**config.mk**
```make
export PLATFORM = sky130hd
export DESIGN_NAME = autopilot_controller
export DESIGN_NICKNAME = d
export VERILOG_FILES = /design/src/rtl/autopilot_controller.sv
export SDC_FILE = /design/constraint.sdc
export NUM_CORES = 1
export LEC_CHECK = 0
export CORE_MARGIN = 2
export CORE_UTILIZATION = 35
export DETAILED_ROUTE_END_ITERATION = 10
export DONT_BUFFER_PORTS = 1
export GPL_TIMING_DRIVEN = 1
export PLACE_DENSITY = 0.56
export SLEW_MARGIN = 20
export SYNTH_ARGS = -nofsm -noshare
export SYNTH_HDL_FRONTEND = slang
export SYNTH_SLANG_ARGS = --single-unit
```
**constraint.sdc**
```tcl
create_clock -name clk -period 1.84 [get_ports clk]
set_input_delay 0.092 -clock clk [delete_from_list [all_inputs] [get_ports clk]]
set_output_delay 0.092 -clock clk [all_outputs]
set_load 0.02 [all_outputs]
```
**src/rtl/autopilot_controller.sv**
```systemverilog
// Autopilot for a side-scrolling runner: jumps over ground obstacles, optionally ducks flyers,
// and re-launches the game after a crash. Optional feature macro: AUTOPILOT_DUCK_EN.
module autopilot_controller #(
  parameter int unsigned N_OBS          = 2,
  parameter int unsigned POS_W          = 10,
  parameter int unsigned PLAYER_OFFSET  = 6,
  parameter int unsigned JUMP_THRESHOLD = 40,
  parameter int unsigned HOLD_FRAMES    = 8,
  parameter int unsigned RESTART_DELAY  = 60
) (
  input  logic                   clk,
  input  logic                   rst_n,
  input  logic                   enable,
  input  logic                   frame_tick,
  input  logic [N_OBS*POS_W-1:0] obstacle_pos,
  input  logic [N_OBS-1:0]       obstacle_valid,
  input  logic [N_OBS-1:0]       obstacle_high,
  input  logic                   crash,
  output logic                   button_up,
  output logic                   button_down,
  output logic                   crash_out
);

  localparam int unsigned CNT_W = (RESTART_DELAY < 1) ? 1 : $clog2(RESTART_DELAY + 1);

  localparam logic [POS_W-1:0] LP_OFFSET = POS_W'(PLAYER_OFFSET);
  localparam logic [POS_W-1:0] LP_THRESH = POS_W'(JUMP_THRESHOLD);
  localparam logic [7:0]       LP_HOLD   = 8'(HOLD_FRAMES);
  localparam logic [CNT_W:0]   LP_DELAY  = (CNT_W + 1)'(RESTART_DELAY);

  localparam logic [2:0] S_IDLE    = 3'd0;
  localparam logic [2:0] S_RUN     = 3'd1;
  localparam logic [2:0] S_JUMP    = 3'd2;
  localparam logic [2:0] S_CRASHED = 3'd3;
  localparam logic [2:0] S_RESTART = 3'd4;

  logic [2:0]       r_state;
  logic [7:0]       r_hold;
  logic [CNT_W-1:0] r_rcnt;
  logic             r_button_up;
  logic             r_button_down;
  logic             r_crash_out;

  logic [2:0]       w_state_next;
  logic [7:0]       w_hold_next;
  logic [CNT_W-1:0] w_rcnt_next;
  logic             w_up_next;
  logic             w_down_next;
  logic             w_crash_next;

  logic [N_OBS-1:0] w_in_window;
  logic [N_OBS-1:0] w_duck_ok;
  logic             w_jump_trig;
  logic             w_duck_any;
  logic [CNT_W:0]   w_rcnt_inc;

  // Window strictly past the player and no farther out than the trigger distance.
  for (genvar g = 0; g < N_OBS; g++) begin : g_win
    logic [POS_W-1:0] w_pos;
    assign w_pos          = obstacle_pos[g*POS_W +: POS_W];
    assign w_in_window[g] = obstacle_valid[g] && (w_pos > LP_OFFSET) && (w_pos <= LP_THRESH);
  end

`ifdef AUTOPILOT_DUCK_EN
  assign w_duck_ok = w_in_window & obstacle_high;
`else
  logic w_unused_high;
  assign w_duck_ok     = '0;
  assign w_unused_high = ^obstacle_high;
`endif

  assign w_jump_trig = |(w_in_window & ~w_duck_ok);
  assign w_duck_any  = |w_duck_ok;
  assign w_rcnt_inc  = {1'b0, r_rcnt} + {{CNT_W{1'b0}}, 1'b1};

  always_comb begin
    w_state_next = r_state;
    w_hold_next  = r_hold;
    w_rcnt_next  = r_rcnt;
    w_up_next    = r_button_up;
    w_down_next  = 1'b0;
    w_crash_next = r_crash_out;

    if (!enable) begin
      w_state_next = S_IDLE;
      w_hold_next  = 8'd0;
      w_rcnt_next  = '0;
      w_up_next    = 1'b0;
      w_crash_next = 1'b0;
    end else begin
      case (r_state)
        S_IDLE: begin
          w_state_next = S_RUN;
          w_up_next    = 1'b0;
          w_crash_next = 1'b0;
        end

        S_RUN: begin
          if (crash) begin
            w_state_next = S_CRASHED;
            w_crash_next = 1'b1;
            w_up_next    = 1'b0;
            w_rcnt_next  = '0;
          end else if (w_jump_trig) begin
            w_state_next = S_JUMP;
            w_up_next    = 1'b1;
            w_hold_next  = LP_HOLD;
          end else begin
            w_up_next   = 1'b0;
            w_down_next = w_duck_any;
          end
        end

        S_JUMP: begin
          if (crash) begin
            w_state_next = S_CRASHED;
            w_crash_next = 1'b1;
            w_up_next    = 1'b0;
            w_rcnt_next  = '0;
          end else if (frame_tick) begin
            // Guarded decrement: a tick at 1 (or a degenerate 0) ends the jump.
            if (r_hold <= 8'd1) begin
              w_state_next = S_RUN;
              w_up_next    = 1'b0;
              w_hold_next  = 8'd0;
            end else begin
              w_hold_next = r_hold - 8'd1;
            end
          end
        end

        S_CRASHED: begin
          w_rcnt_next = w_rcnt_inc[CNT_W-1:0];
          if (w_rcnt_inc >= LP_DELAY) begin
            w_state_next = S_RESTART;
            w_crash_next = 1'b0;
            w_up_next    = 1'b1;
          end
        end

        S_RESTART: begin
          w_state_next = S_RUN;
          w_up_next    = 1'b0;
        end

        default: begin
          w_state_next = S_IDLE;
          w_hold_next  = 8'd0;
          w_rcnt_next  = '0;
          w_up_next    = 1'b0;
          w_crash_next = 1'b0;
        end
      endcase
    end
  end

  always_ff @(posedge clk or negedge rst_n) begin
    if (!rst_n) begin
      r_state       <= S_IDLE;
      r_hold        <= 8'd0;
      r_rcnt        <= '0;
      r_button_up   <= 1'b0;
      r_button_down <= 1'b0;
      r_crash_out   <= 1'b0;
    end else begin
      r_state       <= w_state_next;
      r_hold        <= w_hold_next;
      r_rcnt        <= w_rcnt_next;
      r_button_up   <= w_up_next;
      r_button_down <= w_down_next;
      r_crash_out   <= w_crash_next;
    end
  end

  assign button_up   = r_button_up;
  assign button_down = r_button_down;
  assign crash_out   = r_crash_out;

endmodule

```
==> results.txt <==
The first-pass iteration count of the detailed router is 4. The number of antenna diodes in the final layout is 0. The worst hold slack after final layout came out at 0.00608 ns. The largest net degree at the start of global routing is 20. The worst endpoint data arrival time came out at 1.94 ns. Across the run, the number of max-cap violations was 0. The worst IR drop on VDD came out at 344 uV. The number of hold violations in the final report came to 0. The routed via count divided by cell count is 5.66. The H-tree depth is 1. The total core area came out at 0.00361 sq mm.

The cell count after synthesis is 147. From bottom edge to top edge, the die measures 64.7 um. In this run the static leakage power is 0.663 nW. Summing every instance area after synthesis gives 0.00129 sq mm.

The first global-routing pass estimated 4670 um of wire. The ratio of final minimum period to clock period came out at 97.6%. The number of antenna violations at the first check in global routing came out at 0.

Once the floorplan was initialized, standard cells occupied 35.7% of the core. The total via count after detailed routing is 1160. The share of post-route cells with drive strength above 1 came out at 15.9%.

The clock period minus final worst setup slack came out at 1.79 ns. The critical path in this run is classified as reg2reg. The total of endpoints with negative setup slack in the final report came out at 0. In the global route stage, met2 resource usage came out at 24.6%. The final count of pins violating max slew is 0. Leaving out fill and tap cells, the most frequent cell in the layout is dfrtp_1. The remaining antenna violation count came out at 0. In the global route stage, met1 resource usage came out at 17.5%. The required time at the worst-slack endpoint came out at 1.98 ns. The number of remaining DRC errors is 0. The clock buffer count from CTS is 3.

The number of violations reported at the end of detailed-routing iteration 0 is 64. In this run the worst hold path is classified as in2reg. The synthesized design contains 19 register bits.

The most utilized layer in the global route result is met2. The Yosys step of the flow raised 0 warnings. The synthesized netlist net count is 179.

The worst setup path is launched from a register. For this run, the register share of the synthesized area comes to 36.9%. The via count of the first global-routing pass came to 1052. Clock-pin slew was measured on the worst setup and hold paths at 0.07 ns.

In this run the tightest slew margin relative to its limit is 41.1%. The timing-limited maximum frequency is 0.557 GHz. The final standard cell area without fillers is 0.00146 sq mm. The placed standard-cell area is 0.00140 sq mm. The actual transition at the worst max-transition pin is 0.880 ns. The average wire per cell in the routed design came out at 13.9 um. The total routing usage reported by global routing is 14.4%. TritonCTS built the clock tree. The number of clock sinks is 19. The endpoint type of the worst setup path is a register.

The top cell types in the final layout, fill and taps aside, are dfrtp_1 (19), nand2_1 (11), nor2_1 (11), buf_4 (11), o21ai_0 (9). After layout, the worst setup slack is 0.0451 ns. The total global routing overflow is 0. The synthesized area divided by synthesized cell count came out at 8.77 sq um. Along the worst path, the maximum fanout reaches 5. The number of rows created at floorplan is 22. The floorplan die area came out at 0.00418 sq mm. The total detailed-routing wirelength is 2840 um. The flow ran to the end, and the final reports show no timing, DRC or antenna violations. In this run the post-CTS setup repair buffer count came out at 0. The synthesis-to-finish area growth is 13.4%. On the final layout, the worst clock skew is 0.00263 ns. Pin placement for this block handled 32 I/O pins. The overall power came out at 0.00142 W.

The count of different cell masters after synthesis is 46. Clock tree synthesis selected as its root buffer the cell clkbuf_8. The clock latency on the worst-skew pair is 0.25 ns.

The total negative slack for setup checks is 0 ns. The met3 usage in global routing came out at 2.43%. Counting the fill cells in the layout gives 373.

In this run the horizontal extent of the chip is 64.7 um. The final estimated routing congestion in global placement is 0.824. The power density normalized to cell area is 975 mW/mm^2. The number of nets in the layout is 190. The number of port buffers came out at 0. The maximum count of clock buffers along a single path came out at 2. The pre-CTS setup slack came out at 0.0805 ns. The final HPWL from detailed placement is 2080 um.
## flip-flops by register name, summed over array words and instances, names as in the netlist
name	count
r_rcnt	6
r_hold	8
r_state	3
button_up	1
crash_out	1
## worst max-delay path, stage by stage, from the launching register on
cell      delay, ns
dfrtp_1        0.38
or3_4          0.41
nor4_1         0.42
a211o_2        0.25
nand3_1        0.07
o21bai_1       0.15
## cells by family (layout without fill, tap and decap cells)
family | after synthesis | in the layout | share of synthesized area [%]
other | 1 | 1 | 0.291
xor gates and xnor gates | 2 | 2 | 1.36
and+or+nand+nor | 60 | 60 | 25.1
DFF | 19 | 19 | 36.9
AOI/OAI and AO/OA | 44 | 44 | 25.5
adders and majority gates | 3 | 3 | 2.91
muxes | 4 | 4 | 3.20
buffers and inverters | 14 | 24 | 4.66
## metal layers
metal  share of wire, %  vias to the layer above
met5                  0                        -
met4                2.0                        0
met3                2.9                        4
met2                 51                       19
met1                 44                      565
li1                   -                      572
## repair_timing
item	in CTS	in global routing
resized for setup	0	2
setup endpoints to repair	0	1
hold buffers	1	0
hold endpoints to repair	19	0
## cells in the mapped netlist, drive strengths merged
| library cell | count | area (sq um) |
|---|---|---|
| a32o | 1 | 10.0 |
| o21ai | 13 | 65.1 |
| a211o | 1 | 10.0 |
| nor4 | 6 | 37.5 |
| nand3b | 1 | 7.51 |
| a22oi | 1 | 12.5 |
| nand2 | 11 | 41.3 |
| and3 | 3 | 18.8 |
| o41ai | 1 | 27.5 |
| a31oi | 2 | 12.5 |
| mux2i | 3 | 30.0 |
| a21oi | 7 | 38.8 |
| or2 | 1 | 6.26 |
| o22ai | 2 | 18.8 |
| conb | 1 | 3.75 |
| o31ai | 1 | 7.51 |
| nor3 | 8 | 40.0 |
| nand4b | 2 | 17.5 |
| xor2 | 1 | 8.76 |
| xnor2 | 1 | 8.76 |
| inv | 8 | 30.0 |
| o2bb2ai | 5 | 43.8 |
| nand3 | 5 | 25.0 |
| clkbuf | 2 | 7.51 |
| a41oi | 1 | 8.76 |
| a21o | 4 | 30.0 |
| buf | 4 | 22.5 |
| nand2b | 4 | 25.0 |
| nor2 | 11 | 41.3 |
| or3 | 2 | 17.5 |
| and4bb | 1 | 12.5 |
| nand4 | 3 | 18.8 |
| ha | 3 | 37.5 |
| mux2 | 1 | 11.3 |
| o311ai | 2 | 17.5 |
| nor2b | 1 | 6.26 |
| dfrtp | 19 | 475 |
| o21bai | 2 | 18.8 |
| or3b | 1 | 8.76 |
| a211oi | 1 | 7.51 |
## stage by stage
stage,utilization [%],std cells
after CTS,40.4,205
after floorplan,-,147
after detailed placement,38.9,200
after global placement,38.9,200
after global routing,40.5,205
final,40.5,205
## area by class of cell
| cell class | instances | area (sq um) | share of cell area (%) |
|---|---|---|---|
| timing repair buffer | 12 | 92.6 | 6.34 |
| multi-input combinational | 114 | 758 | 51.9 |
| sequential | 19 | 475 | 32.5 |
| clock buffer | 4 | 45.0 | 3.08 |
| inverter | 8 | 30.0 | 2.05 |
| tap | 48 | 60.1 | 4.11 |
## final timing paths
path | startpoint | endpoint | slack [ns] | cells past startpoint
worst max-delay path | r_hold[5] | r_state[1] | 0.05 | 5
worst min-delay path | crash | r_state[1] | 0.006 | 2
worst max register to register | r_hold[5] | r_state[1] | 0.05 | 5
worst min register to register | r_rcnt[5] | r_rcnt[5] | 0.53 | 1
max in group asynchronous | rst_n | r_hold[3] | 0.90 | 1
min in group asynchronous | rst_n | button_up | 0.40 | 1
## power breakdown
group	switching (W)	internal, W	total [W]
sequential	0.000103	0.000473	0.000576
combinational	0.000295	0.000264	0.000559
clock	0.000136	0.000154	0.000290
No activity file was read; power rests on OpenSTA's default activity.
